**config.mk**
```make
export PLATFORM = sky130hd
export DESIGN_NAME = apb_master_if
export DESIGN_NICKNAME = d
export VERILOG_FILES = /design/src/rtl/apb_pkg.sv /design/src/rtl/apb_master_timeout.sv /design/src/rtl/apb_master_if.sv
export SDC_FILE = /design/constraint.sdc
export NUM_CORES = 1
export LEC_CHECK = 0
export ABC_AREA = 1
export CAP_MARGIN = 0
export CORE_MARGIN = 2
export CORE_UTILIZATION = 40
export DETAILED_ROUTE_END_ITERATION = 10
export GPL_ROUTABILITY_DRIVEN = 0
export PLACE_DENSITY = 0.8
export SLEW_MARGIN = 20
export SYNTH_ARGS = -nofsm -noshare
export SYNTH_HDL_FRONTEND = slang
export SYNTH_SLANG_ARGS = --single-unit
export TNS_END_PERCENT = 5
```
**constraint.sdc**
```tcl
create_clock -name clk -period 1.4 [get_ports clk]
set_input_delay 0.35 -clock clk [delete_from_list [all_inputs] [get_ports clk]]
set_output_delay 0.35 -clock clk [all_outputs]
set_load 0.03 [all_outputs]
```
**src/rtl/apb_pkg.sv**
```systemverilog
// Types shared by the APB initiator and its users: FSM state, command and response records.
// Struct widths use the default 32-bit data / 4-bit address configuration.
package apb_pkg;

    localparam int unsigned APB_REGWIDTH   = 32;
    localparam int unsigned APB_ADDR_WIDTH = 4;
    localparam int unsigned APB_STRB_WIDTH = APB_REGWIDTH / 8;

    typedef enum logic [1:0] {
        IDLE   = 2'd0,
        SETUP  = 2'd1,
        ACCESS = 2'd2,
        RESP   = 2'd3
    } apb_state_t;

    typedef struct packed {
        logic                      write;
        logic [APB_ADDR_WIDTH-1:0] addr;
        logic [APB_REGWIDTH-1:0]   wdata;
        logic [APB_STRB_WIDTH-1:0] strb;
        logic [2:0]                prot;
    } apb_cmd_t;

    typedef struct packed {
        logic [APB_REGWIDTH-1:0] rdata;
        logic                    err;
        logic                    timeout;
    } apb_rsp_t;

endpackage

```
**src/rtl/apb_master_timeout.sv**
```systemverilog
// ACCESS-phase watchdog: counts PREADY-low ACCESS cycles and flags the one that would reach G_TIMEOUT.
// Only instantiated when APB_MASTER_TIMEOUT_EN is defined.
module apb_master_timeout
    import apb_pkg::*;
#(
    parameter int G_TIMEOUT = 16
) (
    input  logic clk,
    input  logic rst_n,
    input  logic i_clear,
    input  logic i_wait,
    output logic o_expired
);

    localparam int CNT_W = $clog2(G_TIMEOUT + 1);

    logic [CNT_W-1:0] r_count;

    always_ff @(posedge clk or negedge rst_n) begin
        if (!rst_n) begin
            r_count <= '0;
        end else if (i_clear) begin
            r_count <= '0;
        end else if (i_wait) begin
            r_count <= r_count + CNT_W'(1);
        end
    end

    // r_count holds the low cycles already seen, so this cycle is number r_count+1.
    assign o_expired = i_wait && (r_count == CNT_W'(G_TIMEOUT - 1));

endmodule

```
**src/rtl/apb_master_if.sv**
```systemverilog
// APB4 initiator: one valid/ready command becomes one APB transfer whose result is returned on a
// valid/ready response stream. Define APB_MASTER_TIMEOUT_EN to abort transfers stuck in ACCESS.
module apb_master_if
    import apb_pkg::*;
#(
    parameter int G_REGWIDTH   = 32,
    parameter int G_ADDR_WIDTH = 4,
    parameter int G_TIMEOUT    = 16
) (
    input  logic                    clk,
    input  logic                    rst_n,
    input  logic                    cmd_valid,
    output logic                    cmd_ready,
    input  logic                    cmd_write,
    input  logic [G_ADDR_WIDTH-1:0] cmd_addr,
    input  logic [G_REGWIDTH-1:0]   cmd_wdata,
    input  logic [G_REGWIDTH/8-1:0] cmd_strb,
    input  logic [2:0]              cmd_prot,
    output logic                    rsp_valid,
    input  logic                    rsp_ready,
    output logic [G_REGWIDTH-1:0]   rsp_rdata,
    output logic                    rsp_err,
    output logic                    rsp_timeout,
    output logic                    m_apb_psel,
    output logic                    m_apb_penable,
    output logic                    m_apb_pwrite,
    output logic [2:0]              m_apb_pprot,
    output logic [G_ADDR_WIDTH-1:0] m_apb_paddr,
    output logic [G_REGWIDTH-1:0]   m_apb_pwdata,
    output logic [G_REGWIDTH/8-1:0] m_apb_pstrb,
    input  logic                    m_apb_pready,
    input  logic [G_REGWIDTH-1:0]   m_apb_prdata,
    input  logic                    m_apb_pslverr
);

    localparam int STRB_W = G_REGWIDTH / 8;

    apb_state_t r_state;
    apb_state_t w_next_state;

    logic                    r_write;
    logic [G_ADDR_WIDTH-1:0] r_addr;
    logic [G_REGWIDTH-1:0]   r_wdata;
    logic [STRB_W-1:0]       r_strb;
    logic [2:0]              r_prot;
    logic [G_REGWIDTH-1:0]   r_rdata;
    logic                    r_err;
    logic                    r_timeout;

    logic w_cmd_hs;
    logic w_done;
    logic w_expired;

    assign w_cmd_hs = (r_state == IDLE) && cmd_valid;
    assign w_done   = (r_state == ACCESS) && m_apb_pready;

`ifdef APB_MASTER_TIMEOUT_EN
    apb_master_timeout #(
        .G_TIMEOUT (G_TIMEOUT)
    ) u_timeout (
        .clk       (clk),
        .rst_n     (rst_n),
        .i_clear   (r_state == SETUP),
        .i_wait    ((r_state == ACCESS) && !m_apb_pready),
        .o_expired (w_expired)
    );
`else
    // G_TIMEOUT is legal only when >= 1, so without the watchdog this is constant 0.
    assign w_expired = (G_TIMEOUT < 1);
`endif

    always_ff @(posedge clk or negedge rst_n) begin
        if (!rst_n) begin
            r_state <= IDLE;
        end else begin
            r_state <= w_next_state;
        end
    end

    always_comb begin
        w_next_state  = r_state;
        cmd_ready     = 1'b0;
        m_apb_psel    = 1'b0;
        m_apb_penable = 1'b0;
        rsp_valid     = 1'b0;
        case (r_state)
            IDLE: begin
                cmd_ready = 1'b1;
                if (cmd_valid) w_next_state = SETUP;
            end
            SETUP: begin
                m_apb_psel   = 1'b1;
                w_next_state = ACCESS;
            end
            ACCESS: begin
                m_apb_psel    = 1'b1;
                m_apb_penable = 1'b1;
                if (w_done || w_expired) w_next_state = RESP;
            end
            RESP: begin
                rsp_valid = 1'b1;
                if (rsp_ready) w_next_state = IDLE;
            end
            default: w_next_state = IDLE;
        endcase
    end

    // Reads carry zero data and zero strobes on the bus.
    always_ff @(posedge clk or negedge rst_n) begin
        if (!rst_n) begin
            r_write <= 1'b0;
            r_addr  <= '0;
            r_wdata <= '0;
            r_strb  <= '0;
            r_prot  <= '0;
        end else if (w_cmd_hs) begin
            r_write <= cmd_write;
            r_addr  <= cmd_addr;
            r_wdata <= cmd_write ? cmd_wdata : '0;
            r_strb  <= cmd_write ? cmd_strb : '0;
            r_prot  <= cmd_prot;
        end
    end

    // PREADY has priority over an expiring watchdog in the same cycle.
    always_ff @(posedge clk or negedge rst_n) begin
        if (!rst_n) begin
            r_rdata   <= '0;
            r_err     <= 1'b0;
            r_timeout <= 1'b0;
        end else if (w_done) begin
            r_rdata   <= r_write ? '0 : m_apb_prdata;
            r_err     <= m_apb_pslverr;
            r_timeout <= 1'b0;
        end else if (w_expired) begin
            r_rdata   <= '0;
            r_err     <= 1'b1;
            r_timeout <= 1'b1;
        end
    end

    assign m_apb_pwrite = r_write;
    assign m_apb_paddr  = r_addr;
    assign m_apb_pwdata = r_wdata;
    assign m_apb_pstrb  = r_strb;
    assign m_apb_pprot  = r_prot;
    assign rsp_rdata    = r_rdata;
    assign rsp_err      = r_err;
    assign rsp_timeout  = r_timeout;

endmodule

```
== Word-level counts from Yosys, hierarchy flattened ==
Index checks and enable logic that the tools add are counted.

* Bits in registers: 79
* Bits of input ports: 82

* Reduce and logical (&&, ||, !) cells: 5
* Muxes and demuxes: 11
* Equal/unequal tests: 6

{| class="wikitable"
|+ Operator list
! kind !! count
|-
| 32-bit 2-to-1 mux || 2
|-
| 2-bit one-hot mux with 4 select lines || 1
|-
| 2-bit 2-to-1 mux || 3
|-
| 2-bit inequality test, second input constant || 3
|-
| 2-bit == test, second input constant || 2
|-
| 1-bit 2-to-1 mux || 4
|-
| 4-bit 2-to-1 mux || 1
|-
| 3-bit AND reduction || 1
|-
| 2-bit by 1-bit == test with 1-bit output, second input constant || 1
|-
| 1-bit logical AND || 2
|-
| 2-bit logical NOT || 1
|-
| 2-bit OR reduction || 1
|}

== Logic depth before layout (Yosys ltp) ==
* Depth in word-level cells: 4
* Depth in mapped cells: 7
* Depth with buffers taken out: 6

== Worst setup path after synthesis ==
No wires, ideal clock.

* Path type: register -> register
* From: register r_state[0]
* To: register r_rdata[0] (netlist: rsp_rdata[0])
* Arrival time: 1.373 ns
* Data required time: 1.273 ns
* Setup time: 0.127 ns
* Path slack: -0.100 ns
* Cell stages (with the launch flop): 8
* Cell sequence: dfrtp_1 inv_1 ha_1 nand2_1 buf_6 buf_6 nand2_1 o21ai_0

* Cells in the longest elaborated chain, start to end: 2

{| class="wikitable"
|+ RTL lines
! what !! line !! RTL
|-
| start: declaration || apb_master_if.sv:38 || <nowiki>apb_state_t r_state;</nowiki>
|-
| start signal: assignment || apb_master_if.sv:76 || <nowiki>r_state <= w_next_state;</nowiki>
|-
| 2-bit == test || apb_master_if.sv:55 || <nowiki>assign w_done = (r_state == ACCESS) && m_apb_pready;</nowiki>
|-
| 1-bit logical AND || apb_master_if.sv:55 ||
|-
| end signal: assignment || apb_master_if.sv:132 || <nowiki>r_rdata <= r_write ? '0 : m_apb_prdata;</nowiki>
|-
| end: declaration || apb_master_if.sv:46 || <nowiki>logic [G_REGWIDTH-1:0] r_rdata;</nowiki>
|}

Every way passes these cells.
A chain may end at the register's enable or synchronous reset.

== Worst setup path after layout ==
* From: register r_state[1]
* To: output m_apb_psel

* Cells in the longest elaborated chain, start to end: 3
* Elaborated cells on any way between the ends: 4
* Classes of those cells: eq/ne: 2; mux: 1; reduce/logical: 1

{| class="wikitable"
|+ RTL lines
! what !! line !! RTL
|-
| 2-bit == test / 2-bit by 1-bit == test with 1-bit output (equally long branches) || apb_master_if.sv:86 || <nowiki>case (r_state)</nowiki>
|-
| 2-bit OR reduction (no line) (*) || n/a ||
|-
| 1-bit 2-to-1 mux (*) || apb_master_if.sv:86 ||
|-
| end: declaration || apb_master_if.sv:24 || <nowiki>output logic m_apb_psel,</nowiki>
|}

Mark *: on every way between the ends. The rest lies on a longest branch, timed or not.

==> impl_metrics.env <==
export IMPL_boundaryPins=164
export IMPL_fmaxAchievable_ghz=0.642
export IMPL_insertedDiodeCount=0
export IMPL_die_area_sq_um=8950
export IMPL_clock_tree_buffer_depth=2
export IMPL_worstSkewPairLatency_ns=0.34
export IMPL_dp_hpwl_microns=6320
export IMPL_first_global_vias=2923
export IMPL_vdd_ir_drop_max_v=0.00134
export IMPL_layout_min_cycle_time_ns=1.56
export IMPL_power_density_nw_per_um2=2250
export IMPL_regArea_sq_um=1980
export IMPL_worstSetupPathType="reg -> out"
export IMPL_total_area_of_multi_input_combinational_cells_sq_um=1140
export IMPL_worst_endpoint_required_ns=1.05
export IMPL_setup_worst_path_end_class="primary output"
export IMPL_grt_total_usage_pct=19.0
export IMPL_initial_utilization_pct=40.6
export IMPL_fp_dieH_microns=94.6
export IMPL_initialDrtViolationCount=65
export IMPL_ys_warn_count=0
export IMPL_finish_utilization_pct=66.5
export IMPL_min_period_over_period_pct=111
export IMPL_timing_max_cap_violations=0
export IMPL_drc_errors=0
export IMPL_grt_pass1_wl_microns=13200
export IMPL_skew_ns=0.00860
export IMPL_syn_instance_count=358
export IMPL_kind_of_path_behind_the_tightest_hold_check="in -> async"
export IMPL_synth_seq_area_share_pct=60.2
export IMPL_grt_overflow_total=0
export IMPL_ys_seq_elements=79
export IMPL_timing_critical_path_arrival_ns=1.21
export IMPL_tritoncts_num_buffers=9
export IMPL_report_power_total_mw=12.1
export IMPL_detail_route_vias_per_cell=4.70
export IMPL_leading_cell_type_in_the_layout_fill_and_taps_excluded="sky130_fd_sc_hd__nand2_1"
export IMPL_detailroute_via_count=2975
export IMPL_run_status="finished, violations left"
export IMPL_synthDistinctLibCells=16
export IMPL_cts_clk_slew_worst_paths_ns=0.08
export IMPL_total_of_fill_cells_in_the_finished_design=658
export IMPL_core_sq_um=8090
export IMPL_numPortBuffers=162
export IMPL_mostFrequentLayoutCells="168 x sky130_fd_sc_hd__nand2_1, 80 x sky130_fd_sc_hd__clkdlybuf4s50_1, 78 x sky130_fd_sc_hd__dfrtp_1"
export IMPL_timing_critical_path_fanout_max=4
export IMPL_setup_violations=4
export IMPL_core_rowCount=33
export IMPL_avgRoutedWirePerCell_microns=13.3
export IMPL_cts_max_level=3
export IMPL_postSynthAreaPerCell_sq_um=9.17
export IMPL_final_report_hold_violation_count=0
export IMPL_clk_root_buffer_cell="sky130_fd_sc_hd__clkbuf_8"
export IMPL_chipWidth_microns=94.6
export IMPL_synth_fp_nets=443
export IMPL_violated_checks="negative setup slack"
export IMPL_grt_start_max_net_pins=47
export IMPL_wl_microns=8440
export IMPL_tritoncts="built"
export IMPL_flow_area_growth_from_synthesis_pct=63.7
export IMPL_syn_area_sq_um=3280
export IMPL_antenna_found_initial=0
export IMPL_postLayoutSetupSlackWorst_ns=-0.157
export IMPL_final_max_slew_viol_count=0
export IMPL_final_nets=608
export IMPL_numClockSinks=79
export IMPL_grt_setup_unrepaired="yes"
export IMPL_fin_tns_setup_ns=-0.511
export IMPL_firstDrtPassIters=4
export IMPL_startpoint_type="register"
export IMPL_drive_above_1_share_pct=25.8
export IMPL_total_leakage_power_nw=2.48
export IMPL_ant_nets=0
[Yosys cell counts (all sizes together)]
cell type    n  area, sq um
buf         21          150
clkbuf       2         7.51
conb         1         3.75
dfrtp       79         1980
ha           3         37.5
inv          9         36.3
nand2      170          641
nand3        2         10.0
nand4        2         12.5
o21ai       69          409
[report_power, final]
group          total, mW  leakage [nW]  switching [mW]  internal, mW
combinational       6.58          1.36            3.91          2.67
sequential          3.86          1.02           0.600          3.26
clock               1.68        0.0932           0.796         0.881
[sequential cells by signal, indices dropped and copies added (netlist names)]
name          count
m_apb_paddr       4
m_apb_pprot       3
m_apb_pstrb       4
m_apb_pwdata     32
m_apb_pwrite      1
r_state           2
rsp_err           1
rsp_rdata        32
[per-layer routing]
layer,global-route usage [%],wire length (microns)
met2,31.1,3810
met1,22.1,3420
met4,7.00,106
met3,8.30,1100
met5,0,0
[what timing repair did]
item                                    CTS  global route
endpoints found under the hold margin    20             0
endpoints found under the setup margin   67            29
setup buffers                             2             0
hold buffers                              1             0
pin swaps                                 1             1
gates resized for setup                 198             1
[logic make-up after synthesis]
kind of cell | share of synthesized area, %
AND/OR/NAND/NOR | 20.2
flip-flops | 60.2
AO/OA/AOI/OAI | 12.5
buffers and inverters | 5.90
adder cells (fa/ha/maj) | 1.14
other | 0.114
[worst paths after layout]
check	start	end	cells after the start	slack, ns
worst max-delay path	r_state[1]$_DFFE_PN0P_	m_apb_psel	3	-0.16
worst min-delay path	rst_n	m_apb_pwdata[7]$_DFFE_PN0P_	2	0.45
worst max register to register	r_state[1]$_DFFE_PN0P_	m_apb_pwdata[8]$_DFFE_PN0P_	5	0.11
worst min register to register	rsp_err$_DFFE_PN0P_	rsp_err$_DFFE_PN0P_	2	0.47
max in group asynchronous	rst_n	m_apb_paddr[3]$_DFFE_PN0P_	3	0.42
min in group clk	rsp_err$_DFFE_PN0P_	rsp_err$_DFFE_PN0P_	2	0.47
[stage by stage]
stage | hold WS, ns | area [sq um] | std cells | worst slack [ns]
2_1_floorplan | 0.0544 | 3290 | 358 | -0.0288
3_3_place_gp | 0.257 | 5040 | 614 | -0.0835
3_5_place_dp | 0.258 | 5040 | 614 | -0.100
4_1_cts | 0.447 | 5370 | 633 | -0.177
5_1_grt | 0.465 | 5380 | 633 | -0.202
6_report | 0.454 | 5380 | 633 | -0.157
[layout make-up]
class,count,area share (%)
Inverter,9,0.675
Clock inverter,4,1.00
Multi-Input combinational cell,247,21.3
Clock buffer,12,2.70
Tap cell,105,2.44
Timing Repair Buffer,177,35.1
Sequential cell,79,36.8
[worst max-delay path: stages (launching register included)]
cell and delay, ns:
sky130_fd_sc_hd__dfrtp_2 0.42, sky130_fd_sc_hd__inv_2 0.06, sky130_fd_sc_hd__ha_4 0.27, sky130_fd_sc_hd__buf_6 0.12
No activity file was read; power rests on OpenSTA's default activity.
